**config.mk**
```make
export PLATFORM = sky130hd
export DESIGN_NAME = seq_detect_scheduler_flat
export DESIGN_NICKNAME = d
export VERILOG_FILES = /design/src/rtl/seq_detect_scheduler_if.sv /design/src/rtl/seq_detect_scheduler.sv /design/src/flat_wrapper.sv
export SDC_FILE = /design/constraint.sdc
export NUM_CORES = 1
export LEC_CHECK = 0
export CORE_UTILIZATION = 51
export DETAILED_ROUTE_END_ITERATION = 16
export PLACE_DENSITY_LB_ADDON = 0.05
export SLEW_MARGIN = 20
export SYNTH_ARGS = -nofsm -noshare
export SYNTH_HDL_FRONTEND = slang
export SYNTH_SLANG_ARGS = --single-unit
export TNS_END_PERCENT = 1
```
**constraint.sdc**
```tcl
create_clock -name clk -period 3.5 [get_ports clk]
set_clock_uncertainty 0.1 [all_clocks]
set_input_delay 0.875 -clock clk [delete_from_list [all_inputs] [get_ports clk]]
set_output_delay 0.875 -clock clk [all_outputs]
set_load 0.01 [all_outputs]
```
**src/rtl/seq_detect_scheduler_if.sv**
```systemverilog
// Bit-channel handshake, detector result strobe and counter read port of seq_detect_scheduler.
// master = bit sources / status logic, slave = the scheduler.
interface seq_detect_scheduler_if #(
  parameter int NCH   = 4,
  parameter int CNT_W = 8
);
  localparam int IW = $clog2(NCH);

  logic [NCH-1:0]   ch_valid;
  logic [NCH-1:0]   ch_bit;
  logic [NCH-1:0]   ch_ready;
  logic [NCH-1:0]   ch_clr;
  logic             hit_valid;
  logic [IW-1:0]    hit_ch;
  logic             hit;
  logic [IW-1:0]    cnt_sel;
  logic [CNT_W-1:0] cnt_val;

  modport master (
    output ch_valid, ch_bit, ch_clr, cnt_sel,
    input  ch_ready, hit_valid, hit_ch, hit, cnt_val
  );

  modport slave (
    input  ch_valid, ch_bit, ch_clr, cnt_sel,
    output ch_ready, hit_valid, hit_ch, hit, cnt_val
  );
endinterface

```
**src/rtl/seq_detect_scheduler.sv**
```systemverilog
// Round-robin time-shared "two consecutive ones" detector over NCH bit channels; result one cycle after accept.
// At most one bit accepted per cycle via one-hot ch_ready; clearing channels are never granted.
module seq_detect_scheduler #(
  parameter int NCH   = 4,
  parameter int CNT_W = 8
) (
  input  logic                  clk,
  input  logic                  rst,
  seq_detect_scheduler_if.slave bus
);
  localparam int IW = $clog2(NCH);
  localparam logic [CNT_W-1:0] CNT_MAX = '1;

  typedef enum logic [1:0] {
    S0 = 2'b00,
    S1 = 2'b01,
    S2 = 2'b10,
    S3 = 2'b11
  } det_state_t;

  det_state_t       st  [NCH];
  logic [CNT_W-1:0] cnt [NCH];
  logic [IW-1:0]    ptr;

  logic [NCH-1:0]   elig;
  logic             grant_vld;
  logic [IW-1:0]    grant_idx;
  det_state_t       cur_st;
  det_state_t       nxt_st;
  logic             nxt_hit;

  assign elig = bus.ch_valid & ~bus.ch_clr;

  // First eligible channel at or after ptr, wrapping; nothing is granted while in reset.
  always_comb begin
    grant_vld = 1'b0;
    grant_idx = '0;
    for (int k = 0; k < NCH; k++) begin
      if (!grant_vld && elig[(int'(ptr) + k) % NCH]) begin
        grant_vld = 1'b1;
        grant_idx = IW'((int'(ptr) + k) % NCH);
      end
    end
    if (rst) begin
      grant_vld = 1'b0;
    end
  end

  always_comb begin
    bus.ch_ready = '0;
    if (grant_vld) begin
      bus.ch_ready[grant_idx] = 1'b1;
    end
  end

  always_comb begin
    cur_st = st[grant_idx];
    nxt_st = S0;
    if (bus.ch_bit[grant_idx]) begin
      case (cur_st)
        S0:      nxt_st = S1;
        S1:      nxt_st = S2;
        default: nxt_st = S3;
      endcase
    end
    nxt_hit = (nxt_st == S2);
  end

  always_ff @(posedge clk or posedge rst) begin
    if (rst) begin
      for (int i = 0; i < NCH; i++) begin
        st[i]  <= S0;
        cnt[i] <= '0;
      end
      ptr           <= '0;
      bus.hit_valid <= 1'b0;
      bus.hit_ch    <= '0;
      bus.hit       <= 1'b0;
    end else begin
      bus.hit_valid <= grant_vld;
      if (grant_vld) begin
        st[grant_idx] <= nxt_st;
        if (nxt_hit && cnt[grant_idx] != CNT_MAX) begin
          cnt[grant_idx] <= cnt[grant_idx] + CNT_W'(1);
        end
        ptr        <= (int'(grant_idx) == NCH - 1) ? '0 : grant_idx + IW'(1);
        bus.hit_ch <= grant_idx;
        bus.hit    <= nxt_hit;
      end
      // A clearing channel is never granted, so this cannot collide with the update above.
      for (int i = 0; i < NCH; i++) begin
        if (bus.ch_clr[i]) begin
          st[i]  <= S0;
          cnt[i] <= '0;
        end
      end
    end
  end

  always_comb begin
    bus.cnt_val = '0;
    if (int'(bus.cnt_sel) < NCH) begin
      bus.cnt_val = cnt[bus.cnt_sel];
    end
  end
endmodule

```
**src/flat_wrapper.sv**
```systemverilog
// flat-port wrapper written by rule: the top's interface ports become plain ports
module seq_detect_scheduler_flat 
#(
  parameter int NCH   = 4,
  parameter int CNT_W = 8
)
  (clk, rst, bus_ch_valid, bus_ch_bit, bus_ch_clr, bus_cnt_sel, bus_ch_ready, bus_hit_valid, bus_hit_ch, bus_hit, bus_cnt_val);
  seq_detect_scheduler_if #(.NCH(NCH), .CNT_W(CNT_W)) bus_i ();
  input  logic clk;
  input  logic rst;
  input wire logic [$bits(bus_i.ch_valid)-1:0] bus_ch_valid;
  input wire logic [$bits(bus_i.ch_bit)-1:0] bus_ch_bit;
  input wire logic [$bits(bus_i.ch_clr)-1:0] bus_ch_clr;
  input wire logic [$bits(bus_i.cnt_sel)-1:0] bus_cnt_sel;
  output wire logic [$bits(bus_i.ch_ready)-1:0] bus_ch_ready;
  output wire logic [$bits(bus_i.hit_valid)-1:0] bus_hit_valid;
  output wire logic [$bits(bus_i.hit_ch)-1:0] bus_hit_ch;
  output wire logic [$bits(bus_i.hit)-1:0] bus_hit;
  output wire logic [$bits(bus_i.cnt_val)-1:0] bus_cnt_val;
  assign bus_i.ch_valid = bus_ch_valid;
  assign bus_i.ch_bit = bus_ch_bit;
  assign bus_i.ch_clr = bus_ch_clr;
  assign bus_i.cnt_sel = bus_cnt_sel;
  assign bus_ch_ready = bus_i.ch_ready;
  assign bus_hit_valid = bus_i.hit_valid;
  assign bus_hit_ch = bus_i.hit_ch;
  assign bus_hit = bus_i.hit;
  assign bus_cnt_val = bus_i.cnt_val;
  seq_detect_scheduler #(.NCH(NCH), .CNT_W(CNT_W)) u_core (.clk(clk), .rst(rst), .bus(bus_i));
endmodule
```
==> impl_metrics.tcl, run 1 <==
set metrics [dict create \
    status "finished clean" \
    arrival_ns 2.50 \
    cts_tree "done" \
    peakVddDrop_uv 217 \
    grt_max_degree 26 \
    post_route_cells_drive_above_1_share_pct 40.7 \
    row_count 27 \
    synth_area_mm2 0.00301 \
    overflow 0 \
    cts_buffer_depth 2 \
    grt_pass1_wl_mm 13.6 \
    finalSetupTns_ns 0 \
    synth-seq-cells 46 \
    rsz0062_at_grt "true" \
    finalSetupViolCount 0 \
    final_nets 409 \
    drv_cap 0 \
    min_path_type "reg -> reg" \
    ys_seq_area_share_pct 38.2 \
    fp.dieH_um 78.8 \
    clock_latency_ns 0.30 \
    critPathKind "in -> out" \
    final-hold-violation-count 0 \
    synth_nets 298 \
    core_mm2 0.00561 \
    synth_ff_type "dfrtp_1" \
    dpl.hpwl_mm 5.93 \
    syn-instance-count 277 \
    drc 0 \
    dieArea_mm2 0.00621 \
    synth_area_leader_cell "dfrtp_1" \
    worst-path-max-fanout 3 \
    min_period_ns 3.47 \
    diodes 0 \
    fmax_mhz 288 \
    clock-sinks 46 \
    p_total_mw 1.44 \
    worst_pin_slew_ns 0.501 \
    synth_edf_count 0 \
    num_vias 2618 \
    cts_buffers 5 \
    wirelength_mm 8.56 \
    die_w_um 78.8 \
    postRouteAntennaNets 0 \
    ys_top_cells_by_count "dfrtp_1 (46), mux2i_1 (30), nor2_1 (27), nand2_1 (24)" \
    first_pass_iters 4 \
    numPortBuffers 31 \
    drt_iter0_markers 186 \
    grt_pass1_vias 2650 \
    h-tree-depth 2 \
    cp-startpoint "bus_ch_valid[0]" \
    r2r_slack_ns 0.19 \
    routabilityCongestion 0.952 \
    cp_data_required_time_ns 2.52 \
    yosys.cell_count.top_type "dfrtp_1" \
    pin_count 32 \
    clk_pin_slew_ns 0.09 \
    area_delta_synth_final_pct 42.9 \
    avgSynthCellArea_um2 10.9 \
    post_drt_wl_per_cell_um 18.6 \
    avgViaCountPerCell 5.69 \
    synth_top_area_share_pct 38.2 \
    pwr_density_cell_mw_per_mm2 334 \
    antenna_found_initial 0 \
    leakagePower_nw 1.89 \
    ys_top_cells_by_area "dfrtp_1 (38%), mux2i_1 (10%), mux4_2 (6.0%)" \
    ff2ff_path_depth 16 \
    cp-start-kind "primary input" \
    grt.total_usage_pct 29.3 \
    cp-endpoint "bus_ch_ready[2]" \
    fin_util_pct 76.7 \
    min_period_over_period_pct 99.2 \
    async_flop_share_pct 100 \
    yosysWarningCount 0 \
    synth_cell_types 57 \
    start_util_pct 53.7 \
    report.final.slew_viol_count 0 \
    cts_root_buf "clkbuf_8" \
    r2r-end "u_core.cnt[20]$_DFFE_PP0P_" \
    crit_path_end_kind "primary output" \
    relSlewSlack_pct 66.6 \
    r2r-start "u_core.ptr[1]$_DFFE_PP0P_" \
]
==> cell usage in the layout (no fill, tap or decap), types with 5 or more instances in the layout <==
cell,netlist,final
buf_4,1,69
dfrtp_1,46,46
nor2_1,27,27
nand2_1,24,21
mux2i_1,30,21
a21oi_1,14,14
o2bb2ai_1,14,14
inv_1,14,12
clkdlybuf4s50_1,0,12
dlygate4sd2_1,0,10
mux4_2,8,8
buf_6,2,8
nand2b_1,7,6
mux2i_4,0,6
nand3_1,6,6
nand2_2,3,6
mux2_2,7,5
xor2_1,5,5
clkbuf_8,0,5
==> routing by layer <==
| metal | track usage [%] | wire length [um] | part of all wire [%] | vias up |
|---|---|---|---|---|
| li1 | - | - | - | 1231 |
| met1 | 40.6 | 3830 | 45 | 1296 |
| met2 | 47.0 | 4200 | 49 | 73 |
| met3 | 3.79 | 371 | 4.3 | 18 |
| met4 | 10.7 | 157 | 1.8 | 0 |
| met5 | 0 | 0 | 0 | - |
==> repair_timing <==
item / in CTS / in global routing
setup endpoints to repair: 44 / 36
resized for setup: 51 / 33
hold buffers: 0 / 0
cloned: 0 / 0
pin swaps: 7 / 7
setup buffers: 15 / 2
==> metrics by stage <==
stage,setup WS [ns],std cells,cell area (um^2),hold WS [ns]
after floorplan,-0.0349,277,3020,0.372
after global placement,-0.575,436,3890,0.392
after detailed placement,-0.646,436,3890,0.399
after CTS,-0.00355,458,4180,0.421
after global routing,-0.0515,460,4300,0.435
final,0.0292,460,4300,0.425
==> kinds of logic (layout without fill, tap and decap cells) <==
group,count (synthesis),in the layout,share of synthesized area (%)
simple gates,88,88,15.4
compound gates,59,59,18.8
flops,46,46,38.2
mux,45,45,18.6
buf+inv,26,137,4.53
xor+xnor,8,8,2.33
fa+ha+maj,5,5,2.08
==> sequential cells by signal, summed over array words and instances (netlist names) <==
| name | cells |
|---|---|
| u_core.bus.hit | 1 |
| u_core.bus.hit_ch | 2 |
| u_core.bus.hit_valid | 1 |
| u_core.cnt | 32 |
| u_core.ptr | 2 |
| u_core.st | 8 |
==> worst max-delay path: stages <==
cell             delay, ns
clkdlybuf4s15_1       0.23
buf_4                 0.17
a311oi_4              0.29
a2bb2oi_4             0.22
buf_4                 0.15
buf_4                 0.10
ha_1                  0.12
nand2_1               0.06
inv_1                 0.07
clkdlybuf4s15_2       0.21
==> how the worst min path moves through the flow <==
| stage | cells after the start | slack (ns) | from | to |
|---|---|---|---|---|
| floorplan | 1 | 0.37 | u_core.cnt[0]$_DFFE_PP0P_ | u_core.cnt[0]$_DFFE_PP0P_ |
| global placement | 1 | 0.39 | u_core.bus.hit_ch[1]$_DFFE_PP0P_ | u_core.bus.hit_ch[1]$_DFFE_PP0P_ |
| detailed placement | 1 | 0.40 | u_core.cnt[14]$_DFFE_PP0P_ | u_core.cnt[14]$_DFFE_PP0P_ |
| CTS | 1 | 0.42 | u_core.cnt[14]$_DFFE_PP0P_ | u_core.cnt[14]$_DFFE_PP0P_ |
| global route | 1 | 0.44 | u_core.cnt[0]$_DFFE_PP0P_ | u_core.cnt[0]$_DFFE_PP0P_ |
| finish | 1 | 0.43 | u_core.cnt[14]$_DFFE_PP0P_ | u_core.cnt[14]$_DFFE_PP0P_ |
==> area by class of cell <==
type | count | area [um^2]
tap | 72 | 90.1
fill | 398 | 1310
sequential | 46 | 1150
clock inverter | 1 | 7.51
clock buffer | 6 | 72.6
inverter | 16 | 67.6
timing repair buffer | 114 | 993
multi-input combinational | 205 | 1920
==> power breakdown <==
part	internal (mW)	switching (mW)
combinational	0.279	0.259
sequential	0.550	0.0316
clock	0.137	0.178
(Power assumes the default switching activity.)
==> inputs of run 2 (changes only) <==
--- a/config.mk
+++ b/config.mk
@@ -5,7 +5,7 @@
 export SDC_FILE = /design/constraint.sdc
 export NUM_CORES = 1
 export LEC_CHECK = 0
-export CORE_UTILIZATION = 51
+export CORE_UTILIZATION = 55
 export DETAILED_ROUTE_END_ITERATION = 16
 export PLACE_DENSITY_LB_ADDON = 0.05
 export SLEW_MARGIN = 20
==> constraint.sdc (replaced) <==
create_clock -name clk -period 3.2 [get_ports clk]
set_clock_uncertainty 0.1 [all_clocks]
set_input_delay 0.8 -clock clk [delete_from_list [all_inputs] [get_ports clk]]
set_output_delay 0.8 -clock clk [all_outputs]
set_load 0.01 [all_outputs]
==> impl_metrics.tcl, run 2 (synthesized netlist as in run 1, its figures left out) <==
set metrics [dict create \
    slowest_delay_ns 0.32 \
    cts_buffer_depth 2 \
    cp_num_buf_inv 7 \
    finalSetupViolCount 20 \
    min_period_ns 3.28 \
    avgViaCountPerCell 5.95 \
    post_drt_wl_per_cell_um 19.5 \
    dpl.hpwl_mm 6.12 \
    postRouteAntennaNets 0 \
    r2r-end "u_core.cnt[1]$_DFFE_PP0P_" \
    fin_util_pct 81.6 \
    grt_pass1_wl_mm 14.5 \
    antenna_found_initial 0 \
    cp-endpoint "u_core.cnt[12]$_DFFE_PP0P_" \
    dieArea_mm2 0.00577 \
    cp_slowest_cell "mux2_4" \
    final_nets 399 \
    fmax_mhz 305 \
    clock_latency_ns 0.31 \
    crit_path_end_kind "flop" \
    ff2ff_path_depth 14 \
    hold_buffers 0 \
    top_register "u_core.cnt" \
    fin_ws_ns -0.0770 \
    min_period_over_period_pct 102 \
    num_vias 2672 \
    dp.cells 435 \
    final-hold-violation-count 0 \
    min_path_type "reg -> reg" \
    largest_register_ff_count 32 \
    relSlewSlack_pct 43.5 \
    numPortBuffers 31 \
    overflow 0 \
    postLayoutCellArea_mm2 0.00425 \
    finalSetupTns_ns -1.03 \
    fp.dieH_um 76.0 \
    pin_count 32 \
    worst_pin_slew_ns 0.842 \
    rsz0062_at_grt "true" \
    cts_root_buf "clkbuf_8" \
    r2r_slack_ns 0.13 \
    wirelength_mm 8.77 \
    cp_data_required_time_ns 3.33 \
    routabilityCongestion 0.913 \
    cp-start-kind "primary input" \
    drv_cap 0 \
    most-common-layout-cells "buf_4 (59), dfrtp_1 (46), nor2_1 (27)" \
    peakVddDrop_uv 282 \
    crit_family "buffers and inverters" \
    reg_top3 "u_core.cnt x32, u_core.st x8" \
    crit_top_cell "buf_6" \
    grt.total_usage_pct 32.9 \
    drt_iter0_markers 170 \
    core_mm2 0.00520 \
    grt_max_degree 25 \
    cts_tree "done" \
    h-tree-depth 2 \
    clk_pin_slew_ns 0.09 \
    status "finished with violations" \
    post_route_cells_drive_above_1_share_pct 40.1 \
    leakagePower_nw 1.89 \
    r2r-start "u_core.ptr[1]$_DFFE_PP0P_" \
    critPathKind "in -> reg" \
    cp-startpoint "bus_ch_valid[0]" \
    clock-sinks 46 \
    drc 0 \
    first_pass_iters 4 \
    grt_pass1_vias 2808 \
    cts_buffers 5 \
    timing.hold.ws_ns 0.415 \
    die_w_um 76.0 \
    diodes 0 \
    final_cells 449 \
    worst-path-max-fanout 8 \
    arrival_ns 3.41 \
    dpl_cell_area_mm2 0.00397 \
    violations "setup timing" \
    worstPathCellList "clkdlybuf4s15_2 > buf_4 > a311oi_4 > a2bb2oi_4 > buf_6 > buf_8 > buf_6 > mux2_4 > nor4_4 > buf_6 > nor2_4 > a21oi_4 > buf_12 > o2bb2ai_1" \
    start_util_pct 57.8 \
    area_delta_synth_final_pct 41.1 \
    cp.depth 14 \
    layout_commonest_cell "buf_4" \
    pwr_density_cell_mw_per_mm2 386 \
    report.final.slew_viol_count 0 \
    row_count 26 \
]
==> run 2: cell types whose count changed in the layout (fill, tap and decap cells not counted), moves of 2 or more <==
| cell | previous run | this run |
|---|---|---|
| buf_4 | 69 | 59 |
| buf_2 | 1 | 3 |
| clkdlybuf4s50_1 | 12 | 9 |
| o2bb2ai_2 | 0 | 5 |
| nand2_2 | 6 | 4 |
| o2bb2ai_1 | 14 | 9 |
| mux2i_1 | 21 | 25 |
| mux2i_4 | 6 | 2 |
==> run 2: worst min path at each step <==
stage,cells after the start,slack (ns),end,startpoint
finish,1,0.42,u_core.bus.hit_ch[0]$_DFFE_PP0P_,u_core.bus.hit_ch[0]$_DFFE_PP0P_
floorplan,1,0.37,u_core.cnt[0]$_DFFE_PP0P_,u_core.cnt[0]$_DFFE_PP0P_
CTS,1,0.42,u_core.bus.hit_ch[0]$_DFFE_PP0P_,u_core.bus.hit_ch[0]$_DFFE_PP0P_
global route,1,0.45,u_core.bus.hit_ch[0]$_DFFE_PP0P_,u_core.bus.hit_ch[0]$_DFFE_PP0P_
detailed placement,1,0.39,u_core.bus.hit_ch[1]$_DFFE_PP0P_,u_core.bus.hit_ch[1]$_DFFE_PP0P_
global placement,1,0.39,u_core.bus.hit_ch[0]$_DFFE_PP0P_,u_core.bus.hit_ch[0]$_DFFE_PP0P_
==> run 2: where the power goes <==
part / total [mW] / leakage (nW) / internal [mW] / switching, mW
Combinational: 0.565 / 1.20 / 0.276 / 0.289
Sequential: 0.623 / 0.632 / 0.602 / 0.0202
Clock: 0.453 / 0.0585 / 0.234 / 0.218
Total: 1.64 / 1.89 / 1.11 / 0.527
==> run 2: worst register-to-register path, delay by kind of cell (launching register included) <==
kind | cells | cell delay (ns)
adder cells (fa/ha/maj) | 1 | 0.19
buffers and inverters | 3 | 0.46
flip-flops | 1 | 0.47
AO/OA/AOI/OAI | 4 | 0.71
AND/OR/NAND/NOR | 4 | 0.68
multiplexers | 2 | 0.36
==> run 2: final cells by class <==
class	count	area [um^2]
Clock buffer	5	68.8
Clock inverter	3	43.8
Fill cell	321	956
Inverter	16	67.6
Multi-Input combinational cell	205	1910
Sequential cell	46	1150
Tap cell	70	87.6
Timing Repair Buffer	104	916
==> run 2: through the flow <==
| step | power, mW | setup WS, ns |
|---|---|---|
| 2_1_floorplan | 0.921 | -0.189 |
| 3_3_place_gp | 1.13 | -0.646 |
| 3_5_place_dp | 1.14 | -0.759 |
| 4_1_cts | 1.63 | -0.0667 |
| 5_1_grt | 1.71 | -0.147 |
| 6_report | 1.64 | -0.0770 |
==> run 2: what timing repair did <==
action                                  CTS  global route
pin swaps                                11             1
endpoints found under the hold margin     0             0
buffers inserted                          8             0
resized for setup                        73            13
cloned                                    1             0
endpoints found under the setup margin   44            42
==> run 2: routing by layer <==
metal	wire [um]	vias to the layer above	global-route usage, %
met5	0	-	0
met4	216	0	12.3
met1	3560	1340	42.9
li1	-	1212	-
met3	581	17	6.11
met2	4400	103	54.7
==> inputs of run 3 (changes only) <==
--- a/config.mk
+++ b/config.mk
@@ -7,9 +7,9 @@
 export LEC_CHECK = 0
 export CORE_UTILIZATION = 55
 export DETAILED_ROUTE_END_ITERATION = 16
-export PLACE_DENSITY_LB_ADDON = 0.05
-export SLEW_MARGIN = 20
+export PLACE_DENSITY = 0.78
+export SLEW_MARGIN = 0
 export SYNTH_ARGS = -nofsm -noshare
 export SYNTH_HDL_FRONTEND = slang
 export SYNTH_SLANG_ARGS = --single-unit
-export TNS_END_PERCENT = 1
+export TNS_END_PERCENT = 10
==> impl_metrics.tcl, run 3 (synthesized netlist as in run 1, its figures left out) <==
set metrics [dict create \
    clock_latency_ns 0.31 \
    finalSetupTns_ns -1.75 \
    cts_buffers 5 \
    hold_buffers 0 \
    cts_root_buf "clkbuf_8" \
    antenna_found_initial 0 \
    routabilityCongestion 0.872 \
    top_register "u_core.cnt" \
    drv_cap 0 \
    min_path_type "reg -> reg" \
    min_period_over_period_pct 104 \
    core_mm2 0.00520 \
    start_util_pct 57.8 \
    final_nets 411 \
    wirelength_mm 10.8 \
    dpl.hpwl_mm 6.15 \
    grt_max_degree 47 \
    cts_tree "done" \
    status "finished with violations" \
    dieArea_mm2 0.00577 \
    pwr_density_cell_mw_per_mm2 385 \
    numPortBuffers 31 \
    post_route_cells_drive_above_1_share_pct 47.1 \
    dpl_cell_area_mm2 0.00394 \
    largest_register_ff_count 32 \
    fp.dieH_um 76.0 \
    rsz0062_at_grt "true" \
    fin_ws_ns -0.143 \
    cp_data_required_time_ns 2.30 \
    overflow 0 \
    postLayoutCellArea_mm2 0.00444 \
    peakVddDrop_uv 285 \
    avgViaCountPerCell 6.57 \
    first_pass_iters 5 \
    drt_iter0_markers 428 \
    min_period_ns 3.34 \
    ff2ff_path_depth 14 \
    r2r-end "u_core.cnt[7]$_DFFE_PP0P_" \
    worst_pin_slew_ns 0.596 \
    critPathKind "in -> out" \
    report.final.slew_viol_count 0 \
    drc 0 \
    fmax_mhz 299 \
    clk_pin_slew_ns 0.08 \
    grt_pass1_vias 2889 \
    diodes 0 \
    cts_buffer_depth 2 \
    clock-sinks 46 \
    min_from "u_core.bus.hit_ch[0]$_DFFE_PP0P_" \
    most-common-layout-cells "buf_4 (67), dfrtp_1 (46), nor2_1 (27)" \
    post_drt_wl_per_cell_um 23.4 \
    worst-path-max-fanout 4 \
    arrival_ns 2.44 \
    row_count 26 \
    grt.total_usage_pct 33.8 \
    postRouteAntennaNets 0 \
    area_delta_synth_final_pct 47.6 \
    reg_top3 "u_core.cnt x32, u_core.st x8" \
    violations "setup timing" \
    r2r_slack_ns 0.02 \
    num_vias 3028 \
    h-tree-depth 2 \
    hold_depth 1 \
    cp-start-kind "primary input" \
    grt_pass1_wl_mm 14.9 \
    layout_commonest_cell "buf_4" \
    crit_path_end_kind "primary output" \
    n_fill_cell 253 \
    die_w_um 76.0 \
    finalSetupViolCount 33 \
    r2r-start "u_core.ptr[1]$_DFFE_PP0P_" \
    pin_count 32 \
    relSlewSlack_pct 60.3 \
    worstHoldEndpoint "u_core.bus.hit_ch[0]$_DFFE_PP0P_" \
    final-hold-violation-count 0 \
    leakagePower_nw 1.92 \
]
[run 3: changes by cell type in the layout (fill, tap and decap cells not counted), sizes merged]
| cell | previous run | this run |
|---|---|---|
| dlymetal6s2s | 1 | 0 |
| dlygate4sd2 | 10 | 7 |
| clkbuf | 9 | 8 |
| inv | 16 | 15 |
| clkdlybuf4s50 | 9 | 12 |
| clkinvlp | 0 | 1 |
| buf | 76 | 95 |
| clkinv | 2 | 1 |
| clkdlybuf4s15 | 4 | 0 |
[run 3: critical path, stage by stage]
cell,delay [ns]
buf_6,0.09
nand2b_4,0.16
a311oi_4,0.30
a2bb2oi_4,0.21
buf_4,0.15
buf_4,0.11
buf_6,0.09
inv_2,0.04
ha_1,0.18
nand2_1,0.09
inv_1,0.07
buf_2,0.14
[run 3: cell type report]
cell class	instances	area (um^2)	area share [%]
Multi-Input combinational cell	205	2010	45.2
Sequential cell	46	1150	25.9
Timing Repair Buffer	116	1020	22.9
Tap cell	70	87.6	1.97
Clock buffer	6	72.6	1.63
Inverter	16	67.6	1.52
Clock inverter	2	37.5	0.845
[run 3: metal layers]
layer	share of wire, %	GRT usage, %	routed length (um)	up-vias
met5	0	0	0	-
met1	36	43.4	3870	1477
li1	-	-	-	1235
met2	49	56.2	5260	244
met4	5.4	14.0	581	0
met3	9.9	6.83	1070	72
[run 3: worst max-delay path by stage]
stage | start | slack [ns] | endpoint | cells after the start
after detailed placement | bus_ch_valid[1] | -0.85 | u_core.cnt[22]$_DFFE_PP0P_ | 14
after global routing | bus_ch_clr[2] | -0.19 | bus_ch_ready[1] | 12
final | bus_ch_clr[2] | -0.14 | bus_ch_ready[1] | 12
after CTS | bus_ch_clr[2] | -0.02 | u_core.cnt[7]$_DFFE_PP0P_ | 16
after global placement | bus_ch_valid[1] | -0.75 | u_core.cnt[30]$_DFFE_PP0P_ | 12
after floorplan | bus_ch_clr[2] | -0.19 | u_core.cnt[24]$_DFFE_PP0P_ | 13
[run 3: report_power, final]
part / leakage, nW / switching (mW) / internal, mW
sequential: 0.632 / 0.0257 / 0.602
combinational: 1.23 / 0.328 / 0.312
clock: 0.0514 / 0.212 / 0.233
[run 3: timing repair]
item,in CTS,in global routing
setup endpoints to repair,51,37
resized for setup,89,28
endpoints found under the hold margin,0,0
buffers inserted,16,7
gates cloned,1,0
pin swaps,15,13
[run 3: per-stage QoR]
stage,hold slack (ns),setup WS (ns),util (%),power [mW],cells
2_1_floorplan,0.372,-0.189,-,0.921,277
3_3_place_gp,0.391,-0.748,75.6,1.12,431
3_5_place_dp,0.400,-0.851,75.6,1.13,431
4_1_cts,0.420,-0.0172,82.4,1.64,454
5_1_grt,0.442,-0.194,85.4,1.76,461
6_report,0.415,-0.143,85.4,1.71,461
